--- src/rtl/image_unload.sv ---
`timescale 1ns/1ps
// Bit-serial image unloader: reads N_BITS bits from a FIFO into a shadow
// register and commits them to the process image, with timeout and abort.
module image_unload #(
    parameter int N_BITS = 16,
    parameter int TMO    = 8
) (
    input  logic        clk_i,
    input  logic        clr_n_i,
    input  logic        start_i,
    input  logic        abort_i,
    input  logic        fifo_empty_i,
    input  logic        fifo_din_i,
    output logic        fifo_rd_o,
    output logic        fifo_en_o,
    output logic [15:0] out_img_o,
    output logic        busy_o,
    output logic        done_o,
    output logic        underrun_o
);

    typedef enum logic [1:0] {
        IDLE   = 2'd0,
        READ   = 2'd1,
        DRAIN  = 2'd2,
        COMMIT = 2'd3
    } state_t;

    localparam logic [4:0] NB = 5'(N_BITS);
    localparam logic [7:0] TM = 8'(TMO);

    state_t      state_q, state_d;
    logic [15:0] shadow_q, shadow_d;
    logic [15:0] out_q, out_d;
    logic [4:0]  iss_q, iss_d;
    logic [4:0]  cap_q, cap_d;
    logic        pend_q, pend_d;
    logic [7:0]  tmo_q, tmo_d;
    logic        und_q, und_d;
    logic        rd;
    logic        done;
    logic        rst_n_q;

    // Reset asserts immediately but releases on a clock edge.
    always_ff @(posedge clk_i or negedge clr_n_i) begin
        if (!clr_n_i) begin
            rst_n_q <= 1'b0;
        end else begin
            rst_n_q <= 1'b1;
        end
    end

    always_ff @(posedge clk_i or negedge rst_n_q) begin
        if (!rst_n_q) begin
            state_q  <= IDLE;
            shadow_q <= '0;
            out_q    <= '0;
            iss_q    <= '0;
            cap_q    <= '0;
            pend_q   <= 1'b0;
            tmo_q    <= '0;
            und_q    <= 1'b0;
        end else begin
            state_q  <= state_d;
            shadow_q <= shadow_d;
            out_q    <= out_d;
            iss_q    <= iss_d;
            cap_q    <= cap_d;
            pend_q   <= pend_d;
            tmo_q    <= tmo_d;
            und_q    <= und_d;
        end
    end

    always_comb begin
        state_d  = state_q;
        shadow_d = shadow_q;
        out_d    = out_q;
        iss_d    = iss_q;
        cap_d    = cap_q;
        pend_d   = 1'b0;
        tmo_d    = tmo_q;
        und_d    = und_q;
        done     = 1'b0;
        rd       = (state_q == READ) && !fifo_empty_i && (iss_q < NB);

        // Capture of the previous cycle's read overlaps the next issue.
        if (pend_q) begin
            shadow_d[cap_q[3:0]] = fifo_din_i;
            cap_d                = cap_q + 5'd1;
        end

        unique case (state_q)
            IDLE: begin
                if (start_i) begin
                    state_d  = READ;
                    shadow_d = '0;
                    iss_d    = '0;
                    cap_d    = '0;
                    tmo_d    = '0;
                    und_d    = 1'b0;
                end
            end
            READ: begin
                if (rd) begin
                    iss_d  = iss_q + 5'd1;
                    pend_d = 1'b1;
                    tmo_d  = '0;
                    if (iss_q + 5'd1 == NB) begin
                        state_d = DRAIN;
                    end
                end else if (fifo_empty_i && (iss_q < NB)) begin
                    if (tmo_q + 8'd1 == TM) begin
                        und_d   = 1'b1;
                        state_d = IDLE;
                    end else begin
                        tmo_d = tmo_q + 8'd1;
                    end
                end
            end
            DRAIN: begin
                state_d = COMMIT;
            end
            COMMIT: begin
                out_d   = shadow_q;
                done    = 1'b1;
                state_d = IDLE;
            end
            default: begin
                state_d = IDLE;
            end
        endcase

        // Abort overrides everything, including a pending commit.
        if (abort_i && (state_q != IDLE)) begin
            state_d = IDLE;
            out_d   = out_q;
            und_d   = und_q;
            pend_d  = 1'b0;
            done    = 1'b0;
        end
    end

    assign fifo_rd_o  = rd;
    assign fifo_en_o  = rd;
    assign out_img_o  = out_q;
    assign busy_o     = (state_q != IDLE);
    assign done_o     = done;
    assign underrun_o = und_q;

endmodule

--- config.mk ---
export PLATFORM = sky130hd
export DESIGN_NAME = image_unload
export DESIGN_NICKNAME = d
export VERILOG_FILES = /design/src/rtl/image_unload.sv
export SDC_FILE = /design/constraint.sdc
export NUM_CORES = 1
export LEC_CHECK = 0
export ABC_AREA = 1
export CORE_MARGIN = 5
export CORE_UTILIZATION = 50
export DETAILED_ROUTE_END_ITERATION = 12
export PLACE_DENSITY_LB_ADDON = 0.05
export SLEW_MARGIN = 20
export SYNTH_ARGS = -nofsm -noshare
export SYNTH_HDL_FRONTEND = slang
export SYNTH_SLANG_ARGS = --single-unit
export TNS_END_PERCENT = 5
--- constraint.sdc ---
create_clock -name clk_i -period 2.7 [get_ports clk_i]
set_input_delay 0.54 -clock clk_i [delete_from_list [all_inputs] [get_ports clk_i]]
set_output_delay 0.54 -clock clk_i [all_outputs]
set_load 0.02 [all_outputs]
==> results of run 1 <==
flip-flops by register name (all words and copies together), names as in the netlist:
register,cells
pend_q,1
rst_n_q,1
iss_q,5
state_q,2
tmo_q,8
cap_q,4
underrun_o,1
out_img_o,16
shadow_q,16
worst paths after layout:
path,to,startpoint,cells after the start
max,done_o,abort_i,3
min,iss_q[4]$_DFFE_PN0P_,rst_n_q$_DFF_PN0_,0
max reg2reg,tmo_q[0]$_DFFE_PN0P_,tmo_q[0]$_DFFE_PN0P_,11
min reg2reg,iss_q[4]$_DFFE_PN0P_,rst_n_q$_DFF_PN0_,0
max in group asynchronous,shadow_q[1]$_DFF_PN0_,rst_n_q$_DFF_PN0_,1
min in group clk_i,out_img_o[1]$_DFFE_PN0P_,out_img_o[1]$_DFFE_PN0P_,2
cell families (layout without fill, tap and decap cells):
family	count (synthesis)	after routing	synth area share (%)
AO/OA/AOI/OAI	33	33	7.32
XOR/XNOR	3	3	0.985
adder cells (fa/ha/maj)	7	7	3.28
buffers and inverters	47	75	7.27
flip-flops	54	54	50.7
multiplexers	1	1	0.375
other	1	1	0.141
AND/OR/NAND/NOR	179	179	30.0
area by class of cell:
class,count,area [um2]
tap,70,87.6
timing repair buffer,31,298
sequential,54,1350
fill,505,2020
clock buffer,5,68.8
multi-input combinational,224,1120
clock inverter,3,47.5
inverter,36,139
cells in the final DEF, fill, tap and decap left out, drive strengths merged, types with 3 or more instances in the layout:
| master | n |
|---|---|
| clkdlybuf4s50 | 26 |
| nor3 | 31 |
| clkbuf | 5 |
| nor4 | 4 |
| dfrtp | 54 |
| nand4 | 3 |
| o21ai | 7 |
| nand2 | 106 |
| ha | 7 |
| inv | 37 |
| buf | 5 |
| nand3 | 11 |
| nor2 | 22 |
| a21oi | 23 |
| xor2 | 3 |
per-layer routing:
| layer | part of all wire [%] | global-route usage, % |
|---|---|---|
| met5 | 0 | 0 |
| met4 | 0.59 | 4.16 |
| met3 | 4.3 | 3.96 |
| met2 | 46 | 26.0 |
| met1 | 49 | 21.5 |
worst reg2reg max path, cell delays in order, from the launching register on:
cell     delay [ns]
dfrtp_1        0.51
ha_1           0.29
inv_1          0.06
nand2_1        0.05
nand2_1        0.07
nor2_1         0.11
nand3_1        0.13
nor2_4         0.12
nand2_2        0.09
o21ai_4        0.24
nand2_1        0.08
o21ai_1        0.08
through the flow:
stage	worst slack [ns]	cells	power [uW]	cell area [um2]	util, %
floorplan	0.938	325	1500	2670	-
global placement	0.178	415	1690	3000	58.3
detailed placement	0.179	415	1710	3000	58.3
CTS	0.178	423	2270	3120	60.6
global route	0.182	423	2400	3120	60.6
finish	0.221	423	2250	3120	60.6
report_power, final:
part | internal (uW) | switching, uW
sequential | 903 | 106
clock | 283 | 277
combinational | 249 | 429
total | 1440 | 811
==> impl_results.md, run 1 <==
* Status: finished, final reports clean
* Post-cts resize count at 0
* Core outline area at 5140 um2
* #FFs+latches synth at 54
* CTS tree: yes
* CP Data Required Time at 2.16 ns
* Max-cap viol count at 0
* Skew final at 0.00631 ns
* Vert. Die Dim at 83.0 um
* Die Wd at 83.0 um
* Minimum clock period at 2.48 ns
* Top post-synthesis cells by count: 101 x nand2_1, 54 x dfrtp_1, 31 x inv_1
* Largest net degree at the start of global routing at 22
* Crit. End Element: output port
* Crit path kind: in -> out
* GRT Total Usage at 16.0%
* Die area at 6900 um2
* Mapped Avg Cell Area at 8.21 um2
* # IOs at 27
* Largest area contributor in the netlist: dfrtp_1
* TritonRoute pass-1 iters at 4
* Routed len/inst at 12.5 um
* Worst hold slack at 0.172 ns
* Worst vdd ir at 0.000491 V
* Slew @ Worst Pin at 0.654 ns
* Root buffer cell: clkbuf_8
* H-tree levels at 2
* Via-to-Cell Ratio at 4.93
* CTS sink cnt at 54
* Post-synth EDFFs at 0
* Clk slew on worst S/H paths at 0.10 ns
* CTS Buffer Depth at 2
* Layout Nets at 365
* PortBufs at 26
* First-pass GRT wire length at 9290 um
* Count of unique library cells instantiated by Yosys at 34
* Max Fclk at 403 MHz
* Residual DRC count at 0
* Gr ovfl total at 0
* RSZ-0062 raised after global routing: no
* Slew HR at 56.3%
* Post-synthesis sequential area ratio at 50.7%
* Period utilization at 91.8%
* Startpoint Class: input pin
* Slowest CP cell: clkdlybuf4s50_1
* Synthesis-to-finish area growth at 16.8%
* TNS Setup at 0 ns
* Prevailing post-synth register cell: dfrtp_1
* Tightest Hold Check Type: reg -> async
* Final hold violations at 0
* Crit-path cells: clkdlybuf4s50_1, nor3_2, clkdlybuf4s50_1
* Synth top area cells: dfrtp_1 51%, nand2_1 14%, nor3_1 5.6%
* Post CTS Setup Buffer Count at 0
* Antenna diodes at 0
* Buffers & Inverters on Critical Path at 2
* Top-area cell type share of the netlist area at 50.7%
* Final setup viols at 0
* Starting Density at 51.9%
* Crit-path max FO at 2
* Syn Std Cell Area at 2670 um2
* Post-route ant nets at 0
* P_leak at 0.00153 uW
* Crit-path most repeated cell: clkdlybuf4s50_1
* GPL Wtd Cong at 0.823
* PwrDens at 721 nW/um2
* Initial antenna violation count at 0
* FF-to-FF setup slack at 0.83 ns
* HPWL after DPL at 3820 um
* Later-pin clock latency in the skew report at 0.31 ns
* Syn nets at 338
* Delay of the slowest critical-path stage at 0.67 ns
* Syn Inst Count at 325
* Number of global-route vias before repair at 2071
* Arrival @ worst endpoint at 1.94 ns
* Wirelength, routed at 5270 um
* CTS hold repair buffers at 0
* Most numerous cell in the Yosys netlist: nand2_1
* Final Max Tran Viols at 0
* Crit path max-delay family: buffers and inverters
* Routed vias at 2085
* DR iter-0 viols at 124
* Async set-reset flop share out of synthesis at 100%
* YS warnings at 0
* CTS buffer count at 5
* Rows at 26
* Layout cells sized above 1 at 9.07%
Power figures use the tool's default switching activity.
==> inputs of run 2 (changes only) <==
- CORE_UTILIZATION: 50 -> 61
==> run 2 against run 1 <==
Maximum frequency down 2.4%. Non-clock buffer count down 1. Hold slack better by 0.034 ns. Clock skew up 0.00076 ns. First-iteration DRC count up 13%. Via count up 3.7%. Final cell count down 4.5%. Final area down 1.6%. Core utilization up 11 points. Total power down 3.8%. Clock-buffer cell count up 1. Wire length up 1.5%. Critical path type unchanged. Critical endpoint unchanged. Highest routed layer unchanged.
==> impl_results.md, run 2 (same netlist as run 1, synthesis figures left out) <==
* Crit path max-delay family: buffers and inverters
* H-tree levels at 2
* Max-cap viol count at 0
* Root buffer cell: clkbuf_8
* Clk slew on worst S/H paths at 0.09 ns
* Post CTS Setup Buffer Count at 0
* Residual DRC count at 0
* Post-route ant nets at 0
* Placed cell areas at 2970 um2
* Most common cell after layout, fill and taps aside: nand2_1
* Buffers & Inverters on Critical Path at 2
* HPWL after DPL at 3840 um
* Routed vias at 2163
* Skew final at 0.00707 ns
* Gr ovfl total at 0
* CTS Buffer Depth at 2
* Antenna diodes at 0
* Arrival @ worst endpoint at 2.00 ns
* First-pass GRT wire length at 9540 um
* CTS buffer count at 5
* Routed len/inst at 13.2 um
* Layout Nets at 364
* # IOs at 27
* Via-to-Cell Ratio at 5.35
* GPL Wtd Cong at 0.850
* DR iter-0 viols at 140
* Crit-path cells: clkdlybuf4s50_1, nor3_2, clkdlybuf4s50_1
* Post-Layout Inst Area at 3060 um2
* Final Max Tran Viols at 0
* Finished Layout Cells at 404
* RSZ-0062 raised after global routing: no
* Crit path kind: in -> out
* Die area at 5800 um2
* Worst reg2reg path depth at 11
* CTS hold repair buffers at 0
* Slowest CP cell: clkdlybuf4s50_1
* PwrDens at 706 nW/um2
* GRT Total Usage at 19.6%
* TritonRoute pass-1 iters at 4
* Starting Density at 62.1%
* FF-to-FF setup slack at 0.83 ns
* Number of global-route vias before repair at 2103
* Core outline area at 4290 um2
* Synthesis-to-finish area growth at 14.9%
* Minimum clock period at 2.54 ns
* Final setup viols at 0
* Worst vdd ir at 0.000483 V
* Layout cells sized above 1 at 8.81%
* Crit-path most repeated cell: clkdlybuf4s50_1
* Reg2reg end: tmo_q[4]$_DFFE_PN0P_
* Die Wd at 76.1 um
* CTS sink cnt at 54
* FF-to-FF Start: tmo_q[0]$_DFFE_PN0P_
* CTS tree: yes
* Commonest cells after routing, fill and taps aside: 101 x nand2_1, 53 x dfrtp_1, 31 x inv_1, 30 x nor3_1, 26 x clkdlybuf4s50_1
* PortBufs at 26
* P_leak at 0.00151 uW
* Later-pin clock latency in the skew report at 0.31 ns
* Rows at 24
* Max Fclk at 394 MHz
* Period utilization at 94.1%
* Crit. End Element: output port
* Worst hold slack at 0.206 ns
* Largest net degree at the start of global routing at 23
* Final Util at 71.4%
* Crit-path max FO at 4
* DP Cell Count at 396
* Status: finished, final reports clean
* Vert. Die Dim at 76.1 um
* Final hold violations at 0
* Slew HR at 55.9%
* Initial antenna violation count at 0
* CP Data Required Time at 2.16 ns
* Startpoint Class: input pin
* TNS Setup at 0 ns
* Delay of the slowest critical-path stage at 0.66 ns
* Tightest Hold Check Type: reg -> async
* Post-cts resize count at 0
* Slew @ Worst Pin at 0.661 ns
* Wirelength, routed at 5350 um
==> run 2: cell count changes in the layout (fill, tap and decap cells not counted), sizes merged <==
cell / change
buf: -1
bufinv: -1
clkinv: +1
clkbuf: +1
inv: -2
clkinvlp: +1
==> run 2: report_power, final <==
group,internal (uW),switching (uW)
Combinational,248,433
Clock,207,265
Sequential,904,105
Total,1360,804
==> run 2: cell type report <==
cell class,count,area (um2)
clock inverters,2,12.5
fillers,368,1230
well taps,52,65.1
multi-input cells,224,1120
inverters,36,139
repair buffers,30,290
flip-flops and latches,54,1350
clock buffers,6,82.6
==> run 2: worst max path at each step <==
stage | cells past startpoint | start | end
6_report | 3 | abort_i | done_o
5_1_grt | 5 | fifo_empty_i | fifo_en_o
4_1_cts | 3 | abort_i | done_o
3_5_place_dp | 3 | abort_i | done_o
3_3_place_gp | 3 | abort_i | done_o
2_1_floorplan | 2 | abort_i | done_o
==> run 2: per-layer routing <==
metal / up-vias / routed length (um) / GRT usage [%]
li1: 1092 / - / -
met1: 1007 / 2540 / 27.4
met2: 51 / 2450 / 30.3
met3: 13 / 246 / 4.37
met4: 0 / 106 / 6.47
met5: - / 0 / 0
==> run 2: worst reg2reg max path: stages (launching register included) <==
cell	delay [ns]
dfrtp_1	0.50
ha_1	0.28
inv_1	0.06
nand2_1	0.06
nand2_1	0.07
nor2_1	0.11
nand3_1	0.13
nor2_4	0.11
nand2_2	0.09
o21ai_4	0.24
nand2_1	0.08
o21ai_1	0.08
==> run 2: stage by stage <==
stage	total power, uW	setup WS, ns
6_report	2160	0.160
5_1_grt	2310	0.108
4_1_cts	2170	0.166
3_5_place_dp	1710	0.166
3_3_place_gp	1680	0.170
2_1_floorplan	1500	0.938
